<file path="src/rtl/fmul_seq.sv">
`default_nettype none
// ============================================================================
// Module   : fmul_seq
// Brief    : Digit-serial MIX floating-point multiplier with byte-wise
//            normalisation, round-half-even and separate over/underflow.
// Revision : 1.0
// ============================================================================
module fmul_seq #(
    parameter int BYTE  = 6,
    parameter int NB    = 4,
    parameter int DIGIT = 3,
    parameter int W     = 1 + BYTE + NB * BYTE
) (
    input  logic         clk,
    input  logic         rst_n,
    input  logic         start,
    input  logic [W-1:0] in1,
    input  logic [W-1:0] in2,
    output logic [W-1:0] out,
    output logic         busy,
    output logic         done,
    output logic         overflow,
    output logic         underflow
);

    localparam int c_M   = NB * BYTE;
    localparam int c_P   = 2 * c_M;
    localparam int c_CYC = c_M / DIGIT;
    localparam int c_EW  = BYTE + 2;
    localparam int c_CW  = $clog2(c_CYC + 1);

    localparam logic        [c_EW-1:0] c_Q    = c_EW'(2 ** (BYTE - 1));
    localparam logic signed [c_EW-1:0] c_EMAX = c_EW'(2 ** BYTE - 1);
    localparam logic signed [c_EW-1:0] c_ONE  = c_EW'(1);

    localparam logic [1:0] c_IDLE  = 2'd0;
    localparam logic [1:0] c_MUL   = 2'd1;
    localparam logic [1:0] c_NORM  = 2'd2;
    localparam logic [1:0] c_ROUND = 2'd3;

    logic [1:0]              r_state;
    logic                    r_sign;
    logic                    r_zero;
    logic signed [c_EW-1:0]  r_exp;
    logic [c_M-1:0]          r_f1;
    logic [c_M-1:0]          r_f2;
    logic [c_P-1:0]          r_p;
    logic [c_CW-1:0]         r_cnt;

    // Operand exponents, zero-extended so the biased sum cannot wrap.
    logic [c_EW-1:0]         w_e1;
    logic [c_EW-1:0]         w_e2;
    assign w_e1 = {2'b00, in1[W-2 -: BYTE]};
    assign w_e2 = {2'b00, in2[W-2 -: BYTE]};

    logic [DIGIT-1:0]        w_digit;
    logic [c_P-1:0]          w_part;
    logic [c_P-1:0]          w_pmul;
    logic                    w_pmul_zero;
    logic                    w_pmul_top;
    assign w_digit     = r_f1[c_M-1 -: DIGIT];
    assign w_part      = c_P'(w_digit) * c_P'(r_f2);
    assign w_pmul      = (r_p << DIGIT) + w_part;
    assign w_pmul_zero = (w_pmul == '0);
    assign w_pmul_top  = |w_pmul[c_P-1 -: BYTE];

    logic [c_P-1:0]          w_pshift;
    logic                    w_pshift_top;
    assign w_pshift     = r_p << BYTE;
    assign w_pshift_top = |w_pshift[c_P-1 -: BYTE];

    // Round half to even on the upper half of the product.
    logic [c_M-1:0]          w_k;
    logic                    w_g;
    logic                    w_s;
    logic                    w_up;
    logic [c_M:0]            w_sum;
    logic                    w_carry;
    logic [c_M-1:0]          w_kcarry;
    logic [c_M-1:0]          w_kfin;
    logic signed [c_EW-1:0]  w_efin;
    logic                    w_ovf;
    logic                    w_unf;
    assign w_k      = r_p[c_P-1:c_M];
    assign w_g      = r_p[c_M-1];
    assign w_s      = |r_p[c_M-2:0];
    assign w_up     = w_g & (w_s | w_k[0]);
    assign w_sum    = {1'b0, w_k} + {{c_M{1'b0}}, w_up};
    assign w_carry  = w_sum[c_M];
    // A carry out leaves a single leading one; renormalise by one byte.
    assign w_kcarry = {{(BYTE-1){1'b0}}, w_sum[c_M:BYTE]};
    assign w_kfin   = w_carry ? w_kcarry : w_sum[c_M-1:0];
    assign w_efin   = w_carry ? (r_exp + c_ONE) : r_exp;
    assign w_ovf    = (w_efin > c_EMAX);
    assign w_unf    = w_efin[c_EW-1];

    always_ff @(posedge clk) begin
        if (!rst_n) begin
            r_state   <= c_IDLE;
            r_sign    <= 1'b0;
            r_zero    <= 1'b0;
            r_exp     <= '0;
            r_f1      <= '0;
            r_f2      <= '0;
            r_p       <= '0;
            r_cnt     <= '0;
            out       <= '0;
            busy      <= 1'b0;
            done      <= 1'b0;
            overflow  <= 1'b0;
            underflow <= 1'b0;
        end else begin
            done <= 1'b0;
            case (r_state)
                c_IDLE: begin
                    if (start) begin
                        r_sign  <= in1[W-1] ^ in2[W-1];
                        r_exp   <= w_e1 + w_e2 - c_Q;
                        r_f1    <= in1[c_M-1:0];
                        r_f2    <= in2[c_M-1:0];
                        r_p     <= '0;
                        r_zero  <= 1'b0;
                        r_cnt   <= c_CW'(c_CYC - 1);
                        busy    <= 1'b1;
                        r_state <= c_MUL;
                    end
                end
                c_MUL: begin
                    r_p   <= w_pmul;
                    r_f1  <= r_f1 << DIGIT;
                    r_cnt <= r_cnt - c_CW'(1);
                    if (r_cnt == '0) begin
                        // Decide on the final product so k=0 costs no cycle.
                        r_zero  <= w_pmul_zero;
                        r_state <= (w_pmul_zero || w_pmul_top) ? c_ROUND : c_NORM;
                    end
                end
                c_NORM: begin
                    r_p   <= w_pshift;
                    r_exp <= r_exp - c_ONE;
                    if (w_pshift_top) begin
                        r_state <= c_ROUND;
                    end
                end
                c_ROUND: begin
                    if (r_zero) begin
                        out       <= {r_sign, {(W-1){1'b0}}};
                        overflow  <= 1'b0;
                        underflow <= 1'b0;
                    end else begin
                        out       <= {r_sign, w_efin[BYTE-1:0], w_kfin};
                        overflow  <= w_ovf;
                        underflow <= w_unf;
                    end
                    done    <= 1'b1;
                    busy    <= 1'b0;
                    r_state <= c_IDLE;
                end
                default: begin
                    r_state <= c_IDLE;
                end
            endcase
        end
    end

endmodule
`default_nettype wire

</file>
<file path="config.mk">
export PLATFORM = sky130hd
export DESIGN_NAME = fmul_seq
export DESIGN_NICKNAME = d
export VERILOG_FILES = /design/src/rtl/fmul_seq.sv
export SDC_FILE = /design/constraint.sdc
export NUM_CORES = 1
export LEC_CHECK = 0
export CAP_MARGIN = 15
export CORE_ASPECT_RATIO = 0.8
export CORE_MARGIN = 2
export CORE_UTILIZATION = 65
export CTS_BUF_LIST = sky130_fd_sc_hd__clkbuf_4 sky130_fd_sc_hd__clkbuf_8 sky130_fd_sc_hd__clkbuf_16
export DETAILED_ROUTE_END_ITERATION = 6
export DONT_BUFFER_PORTS = 1
export GPL_TIMING_DRIVEN = 1
export PLACE_DENSITY_LB_ADDON = 0.2
export SYNTH_ARGS = -nofsm -noshare
export SYNTH_HDL_FRONTEND = slang
export SYNTH_SLANG_ARGS = --single-unit
</file>
<file path="constraint.sdc">
create_clock -name clk -period 6.4 [get_ports clk]
set_clock_uncertainty 0.2 [all_clocks]
set_input_delay 1.28 -clock clk [delete_from_list [all_inputs] [get_ports clk]]
set_output_delay 1.28 -clock clk [all_outputs]
set_load 0.1 [all_outputs]
</file>
==> impl_metrics.ini, run 1 <==
[flow_run]
maxCapViolations = 0

[die]
dieArea_mm2 = 0.01763
io-pin-count = 100
die_w_um = 147.9
rows = 42
start_util = 0.6571
core_region_area_mm2 = 0.01640
die_h_um = 119.2

[pwr]
powerDensity_mw_per_mm2 = 318.6
peakVddDrop_v = 0.0002761
p_leak_nw = 4.582

[logic_synthesis]
synth_seq_cells = 147
synth-edff-count = 0
synth_cells = 1357
synth_fp_nets = 1515
synthArstFlopShare = 0
syn_avg_cell_area_um2 = 7.940
synth_flop_cell = dfxtp_1
synth_compound_area_frac = 0.1795
synth_top_family_by_area = simple AND/OR/NAND/NOR gates
ys_warn_count = 0
synthXorXnorAreaFrac = 0.05934
seq_area_frac_synth = 0.2731
synth.distinct_cells = 77
synth.area.mux_share = 0.02416
synth-simple-area-share = 0.2396
syn_area_mm2 = 0.01077
synth_adder_area_share = 0.1408

[cells_and_area]
stdcell_area_mm2 = 0.01129
final_common_cell = nor2_1
nNetsFinal = 1450
final_cell_mix = nor2_1 (168), dfxtp_1 (147), inv_1 (126)
synthToLayoutAreaGrowth_pct = 4.785
fin_cells = 1525
antennaDiodeCount = 0
layout-drive-gt1-share = 0.04215

[clocking]
cts_setup_buffers = 0
postCtsResizedCells = 0
clock_latency_ns = 0.42
clk_pin_slew_ns = 0.07
cts_max_path_buffers = 2
clock-sinks = 147
cts_tree = done
cts_made_buffers = 17
hold_buffers = 0
cts_root_buffer = clkbuf_16
cts.htree.levels = 4

[grt]
first_global_vias = 8829
grt_max_degree = 91
grt_util_all_layers = 0.3191
antenna_found_initial = 0
grt-ovfl-total = 0
grt_pass1_wl_um = 45530

[routing]
first_iter_violations = 1213
routed_wl_um = 27540
ant_nets = 0
avgRoutedWirePerCell_um = 18.06
via_per_inst = 6.207
drcViolationCount = 4
vias = 9465
drt_first_pass_iters = 7

[timing]
setup-tns-final_ns = 0
fmax_mhz = 182.8
slew_viol_final = 0
post-route-period-util = 0.8548
setup_viol = 0
relSlewSlack = 0.3081
hold_violations = 0
finalCriticalPeriod_ns = 5.470
worstMarginPinSlew_ns = 1.038
rsz0062_at_grt = no

[run_status]
violations = DRC
run_status = complete, but fails checks

[worst_setup_path]
worstPathArrival_ns = 5.63
critPathRequiredTime_ns = 6.56
cp_max_fo = 25
critical_path_class = flip-flop to flip-flop
slowest_stage = or4b_1
reg2reg_slack_ns = 0.93
crit_family = simple AND/OR/NAND/NOR gates
critPathBufInv = 2
worstPathCellList = and2_1, fa_1, inv_1, fa_1, inv_1, ha_1, o211ai_1, o21ai_1, nand3_1, a211oi_2, o21ai_1, or4b_1, o31ai_1, nand4_1, nor4_1, a211o_1
cpPeakStageDelay_ns = 0.57
endpoint_kind = flip-flop
cp-start-kind = flip-flop

[worst_hold_path]
holdCritPathClass = flip-flop to flip-flop

[placement]
place_inst = 1493
dpl.hpwl_um = 20280
portBuffers = 0
place_area_mm2 = 0.01068
gp_congestion = 0.9625
[worst reg2reg max path, delay by kind of cell (launching register included)]
family	cells	cell delay, ns
flip-flops	1	0.53
AND/OR/NAND/NOR	5	1.62
AO/OA/AOI/OAI	6	1.56
buffers and inverters	2	0.11
adder cells (fa/ha/maj)	3	1.39
[worst paths after layout]
check,startpoint,endpoint,depth (start not counted)
worst max-delay path,r_f1[23],r_state[0],16
worst min-delay path,r_f2[8],r_f2[8],2
worst max register to register,r_f1[23],r_state[0],16
worst min register to register,r_f2[8],r_f2[8],2
[synthesized netlist by cell type (all sizes together), types with 3 or more instances]
master	count	area share
nor2	169	0.059
dfxtp	147	0.27
inv	127	0.044
nand2	112	0.039
a21oi	87	0.041
and2	84	0.049
clkbuf	72	0.028
fa	47	0.087
ha	46	0.053
xnor2	45	0.037
o21ai	40	0.019
a222oi	31	0.029
a211oi	30	0.022
a22oi	28	0.020
xor2	28	0.023
mux2i	26	0.024
nand4	25	0.015
nor3	25	0.012
nand3	23	0.011
and3	18	0.010
buf	17	0.011
nor4	15	0.010
or3	12	0.0070
a221oi	9	0.0073
a21o	7	0.0049
and4	7	0.0058
o21a	7	0.0049
nor2b	6	0.0035
o211ai	6	0.0042
a31oi	5	0.0029
a21boi	4	0.0031
a221o	4	0.0037
or4	4	0.0028
a211o	3	0.0024
and3b	3	0.0024
nand2b	3	0.0017
nand3b	3	0.0021
o22ai	3	0.0017
o31ai	3	0.0026
or4b	3	0.0028
[cells by family (layout without fill, tap and decap cells)]
family,after synthesis,after routing
simple gates,521,521
buf+inv,216,164
flops,147,147
compound gates,281,281
fa+ha+maj,93,93
mux,26,26
xor+xnor,73,73
[registers in the layout, summed over array words and instances, names as in the netlist]
| signal | count |
|---|---|
| r_p | 48 |
| busy | 1 |
| done | 1 |
| r_cnt | 4 |
| r_zero | 1 |
| r_sign | 1 |
| underflow | 1 |
| overflow | 1 |
| r_state | 2 |
| r_f1 | 24 |
| r_f2 | 24 |
| out | 31 |
| r_exp | 8 |
[cell type report]
type                    count  area (um^2)
multi-input cells         994         6944
fillers                  1359         5106
flip-flops and latches    147         2943
inverters                 127        479.2
clock buffers              20        466.7
well taps                 220        275.3
clock inverters            12        143.9
repair buffers              5        37.54
[per-layer routing]
layer,global-route usage,vias up,routed length [um]
met4,0.08333,0,431
met2,0.4448,429,11320
met3,0.08238,42,2595
li1,-,4566,-
met1,0.4878,4428,13200
met5,0,-,0
[report_power, final]
group | internal, mW | switching [mW] | leakage [nW] | total [mW]
sequential | 1.06 | 0.199 | 1.20 | 1.26
clock | 0.613 | 0.413 | 0.296 | 1.03
combinational | 0.469 | 0.845 | 3.09 | 1.31
total | 2.14 | 1.46 | 4.58 | 3.60
[metrics by stage]
stage	hold WS, ns	setup slack, ns	total power [mW]	utilization
2_1_floorplan	0.2485	1.607	2.256	-
3_3_place_gp	0.2642	1.151	2.517	0.6513
3_5_place_dp	0.2702	0.9934	2.556	0.6513
4_1_cts	0.2796	0.9775	3.584	0.6886
5_1_grt	0.3114	0.6125	3.824	0.6886
6_report	0.2750	0.9295	3.597	0.6886
No activity file was read; power rests on OpenSTA's default activity.
==> run 2: changes to the inputs <==
Settings changed: ABC_AREA set to 1, CORE_UTILIZATION 65 to 66, SLEW_MARGIN set to 20.
==> run 2 against run 1 <==
  * The run now ends clean
  * Count of clock-buffer cells in the layout down 3
  * Cell count increased by 41%
  * Synthesized cell count grew 44%
  * Synthesized area grew 11%
  * Largest power group unchanged
  * Register-to-register slack better by 0.65 ns
  * Clock power about the same
  * Routed wire length is 38% higher
  * Critical path depth rose by 9
  * Global-route usage rose by 8.3 points
  * Highest routed layer unchanged
  * Sequential cell count did not move
==> impl_metrics.ini, run 2 <==
[logic_synthesis]
syn_area_mm2 = 0.01192
syn_avg_cell_area_um2 = 6.086
synth_top_area_cell = dfxtp_1
synthArstFlopShare = 0
synth.cells.most_frequent = nand2_1 (609), inv_1 (393), nor2_1 (175), dfxtp_1 (147), nand3_1 (109)
netlist_top_cells_area = dfxtp_1 (25%), nand2_1 (19%), inv_1 (12%), fa_1 (7.9%), nor2_1 (5.5%)
synth_seq_cells = 147
synth_cells = 1958
synth_fp_nets = 2116
synth-edff-count = 0
ys_warn_count = 0
yosys.area.top_type_share = 0.2470
seq_area_frac_synth = 0.2470
synth.most_common_cell = nand2_1
synth_flop_cell = dfxtp_1
synth.distinct_cells = 44

[worst_setup_path]
worstPathArrival_ns = 4.99
reg2reg_slack_ns = 1.58
reg2reg_from = r_f1[22]
endpoint_kind = flip-flop
reg2reg_depth = 25
critPathRequiredTime_ns = 6.56
cp-start-kind = flip-flop
cp_max_fo = 25
r2r_end = r_zero
critical_path_class = flip-flop to flip-flop

[cells_and_area]
final_common_cell = nand2_1
top_register = r_p
antennaDiodeCount = 0
layout-drive-gt1-share = 0.03631
stdcell_area_mm2 = 0.01258
largest_reg_flops = 48
final_cell_mix = nand2_1 (609), inv_1 (393), nor2_1 (174)
fin_cells = 2153
synthToLayoutAreaGrowth_pct = 5.554
nNetsFinal = 2074
largestRegisters = r_p (48), out (31)

[clocking]
cts_setup_buffers = 0
cts_root_buffer = clkbuf_16
cts.htree.levels = 4
postCtsResizedCells = 0
hold_buffers = 0
cts_made_buffers = 17
clock_latency_ns = 0.44
cts_tree = done
cts_max_path_buffers = 2
clk_pin_slew_ns = 0.06
clock-sinks = 147

[pwr]
intPower_mw = 2.084
peakVddDrop_v = 0.0002666
sw_frac_of_total = 0.4570
clkPwrFrac = 0.274
seq_power_share = 0.336
combPwrFrac = 0.390
p_leak_nw = 6.469
powerDensity_mw_per_mm2 = 305.1
switchingPower_mw = 1.754

[grt]
grt_util_all_layers = 0.4018
grt_pass1_wl_um = 59160
grt_max_degree = 72
first_global_vias = 11094
grt-ovfl-total = 0
antenna_found_initial = 0

[routing]
avgRoutedWirePerCell_um = 17.70
drt_first_pass_iters = 6
ant_nets = 0
drcViolationCount = 0
first_iter_violations = 1796
routed_wl_um = 38110
vias = 12573
via_per_inst = 5.840

[timing]
hold_violations = 0
whs_ns = 0.2699
finalCriticalPeriod_ns = 4.822
relSlewSlack = 0.3109
post-route-period-util = 0.7535
rsz0062_at_grt = no
worstMarginPinSlew_ns = 1.032
fmax_mhz = 207.4
setup-tns-final_ns = 0
setup_viol = 0
slew_viol_final = 0

[worst_hold_path]
hold_start = r_f1[19]
holdCritPathClass = flip-flop to flip-flop
hold_end = r_f1[22]
hold-path-cell-count = 2

[placement]
dpl.hpwl_um = 29570
place_area_mm2 = 0.01198
gp_congestion = 1.060
place_inst = 2122
portBuffers = 0

[die]
io-pin-count = 100
core_region_area_mm2 = 0.01749
dieArea_mm2 = 0.01915
die_h_um = 124.2
rows = 43
die_w_um = 154.2
start_util = 0.6815

[run_status]
run_status = finished clean

[flow_run]
maxCapViolations = 0
-- run 2: cell types whose count changed after synthesis, sizes merged, moves of 27 or more --
cell | before | now
nand2 | 112 | 616
inv | 127 | 401
nand3 | 23 | 110
and2 | 84 | 1
xnor2 | 45 | 5
a31oi | 5 | 41
o21ai | 40 | 73
a222oi | 31 | 0
a211oi | 30 | 3
-- run 2: through the flow --
stage	total power, mW	util	setup WS, ns
floorplan	2.321	-	2.456
detailed placement	2.723	0.6852	1.709
CTS	3.763	0.7194	1.696
global route	4.046	0.7194	1.227
finish	3.838	0.7194	1.578
global placement	2.671	0.6852	1.869
-- run 2: power by group through the flow --
| stage | clock network (mW) | registers, mW | logic, mW |
|---|---|---|---|
| floorplan | 0 | 1.21 | 1.11 |
| finish | 1.05 | 1.29 | 1.50 |
| global route | 1.09 | 1.31 | 1.65 |
| CTS | 1.04 | 1.28 | 1.44 |
| global placement | 0 | 1.29 | 1.38 |
| detailed placement | 0 | 1.30 | 1.42 |
-- run 2: worst max-delay path by stage --
stage,from,to,slack (ns),cells after the start
2_1_floorplan,r_f1[23],r_zero,2.46,25
3_3_place_gp,r_f1[22],r_zero,1.87,25
3_5_place_dp,r_f1[22],r_zero,1.71,25
4_1_cts,r_f1[22],r_zero,1.70,25
5_1_grt,r_f1[22],r_state[0],1.23,26
6_report,r_f1[22],r_zero,1.58,25
-- run 2: layout make-up --
type	instances	area, um^2
Multi-Input combinational cell	1342	7207
Fill cell	1513	4907
Sequential cell	147	2943
Inverter	403	1513
Clock buffer	17	425.4
Tap cell	225	281.5
Clock inverter	14	171.4
Timing Repair Buffer	5	37.54
-- run 2: critical path, stage by stage (launching register included) --
cell     delay, ns
dfxtp_1       0.87
nand2_1       0.17
inv_1         0.11
fa_1          0.41
inv_1         0.08
fa_1          0.43
inv_1         0.07
ha_1          0.19
inv_1         0.08
fa_1          0.42
inv_1         0.07
nand3_1       0.08
nand2_1       0.12
nand3_1       0.15
nand3_1       0.18
nand2_1       0.09
nand2_1       0.07
nand2_1       0.05
nand2_1       0.10
nand2_1       0.06
nor2_1        0.16
nand2_1       0.07
nor2_1        0.11
nand3_1       0.14
o21a_1        0.19
nor2_1        0.08
-- run 2: cells by family after synthesis --
kind of cell	count (synthesis)	share of synthesized area
buffers and inverters	469	0.1485
and+or+nand+nor	966	0.3369
AOI/OAI and AO/OA	258	0.1220
DFF	147	0.2470
adders and majority gates	93	0.1273
xor gates and xnor gates	25	0.01837
-- run 2: layer usage --
metal,GRT usage,part of all wire,vias to the layer above
li1,-,-,5952
met1,0.5973,0.44,5751
met2,0.5689,0.39,790
met3,0.1131,0.14,80
met4,0.1040,0.021,0
met5,0,0,-
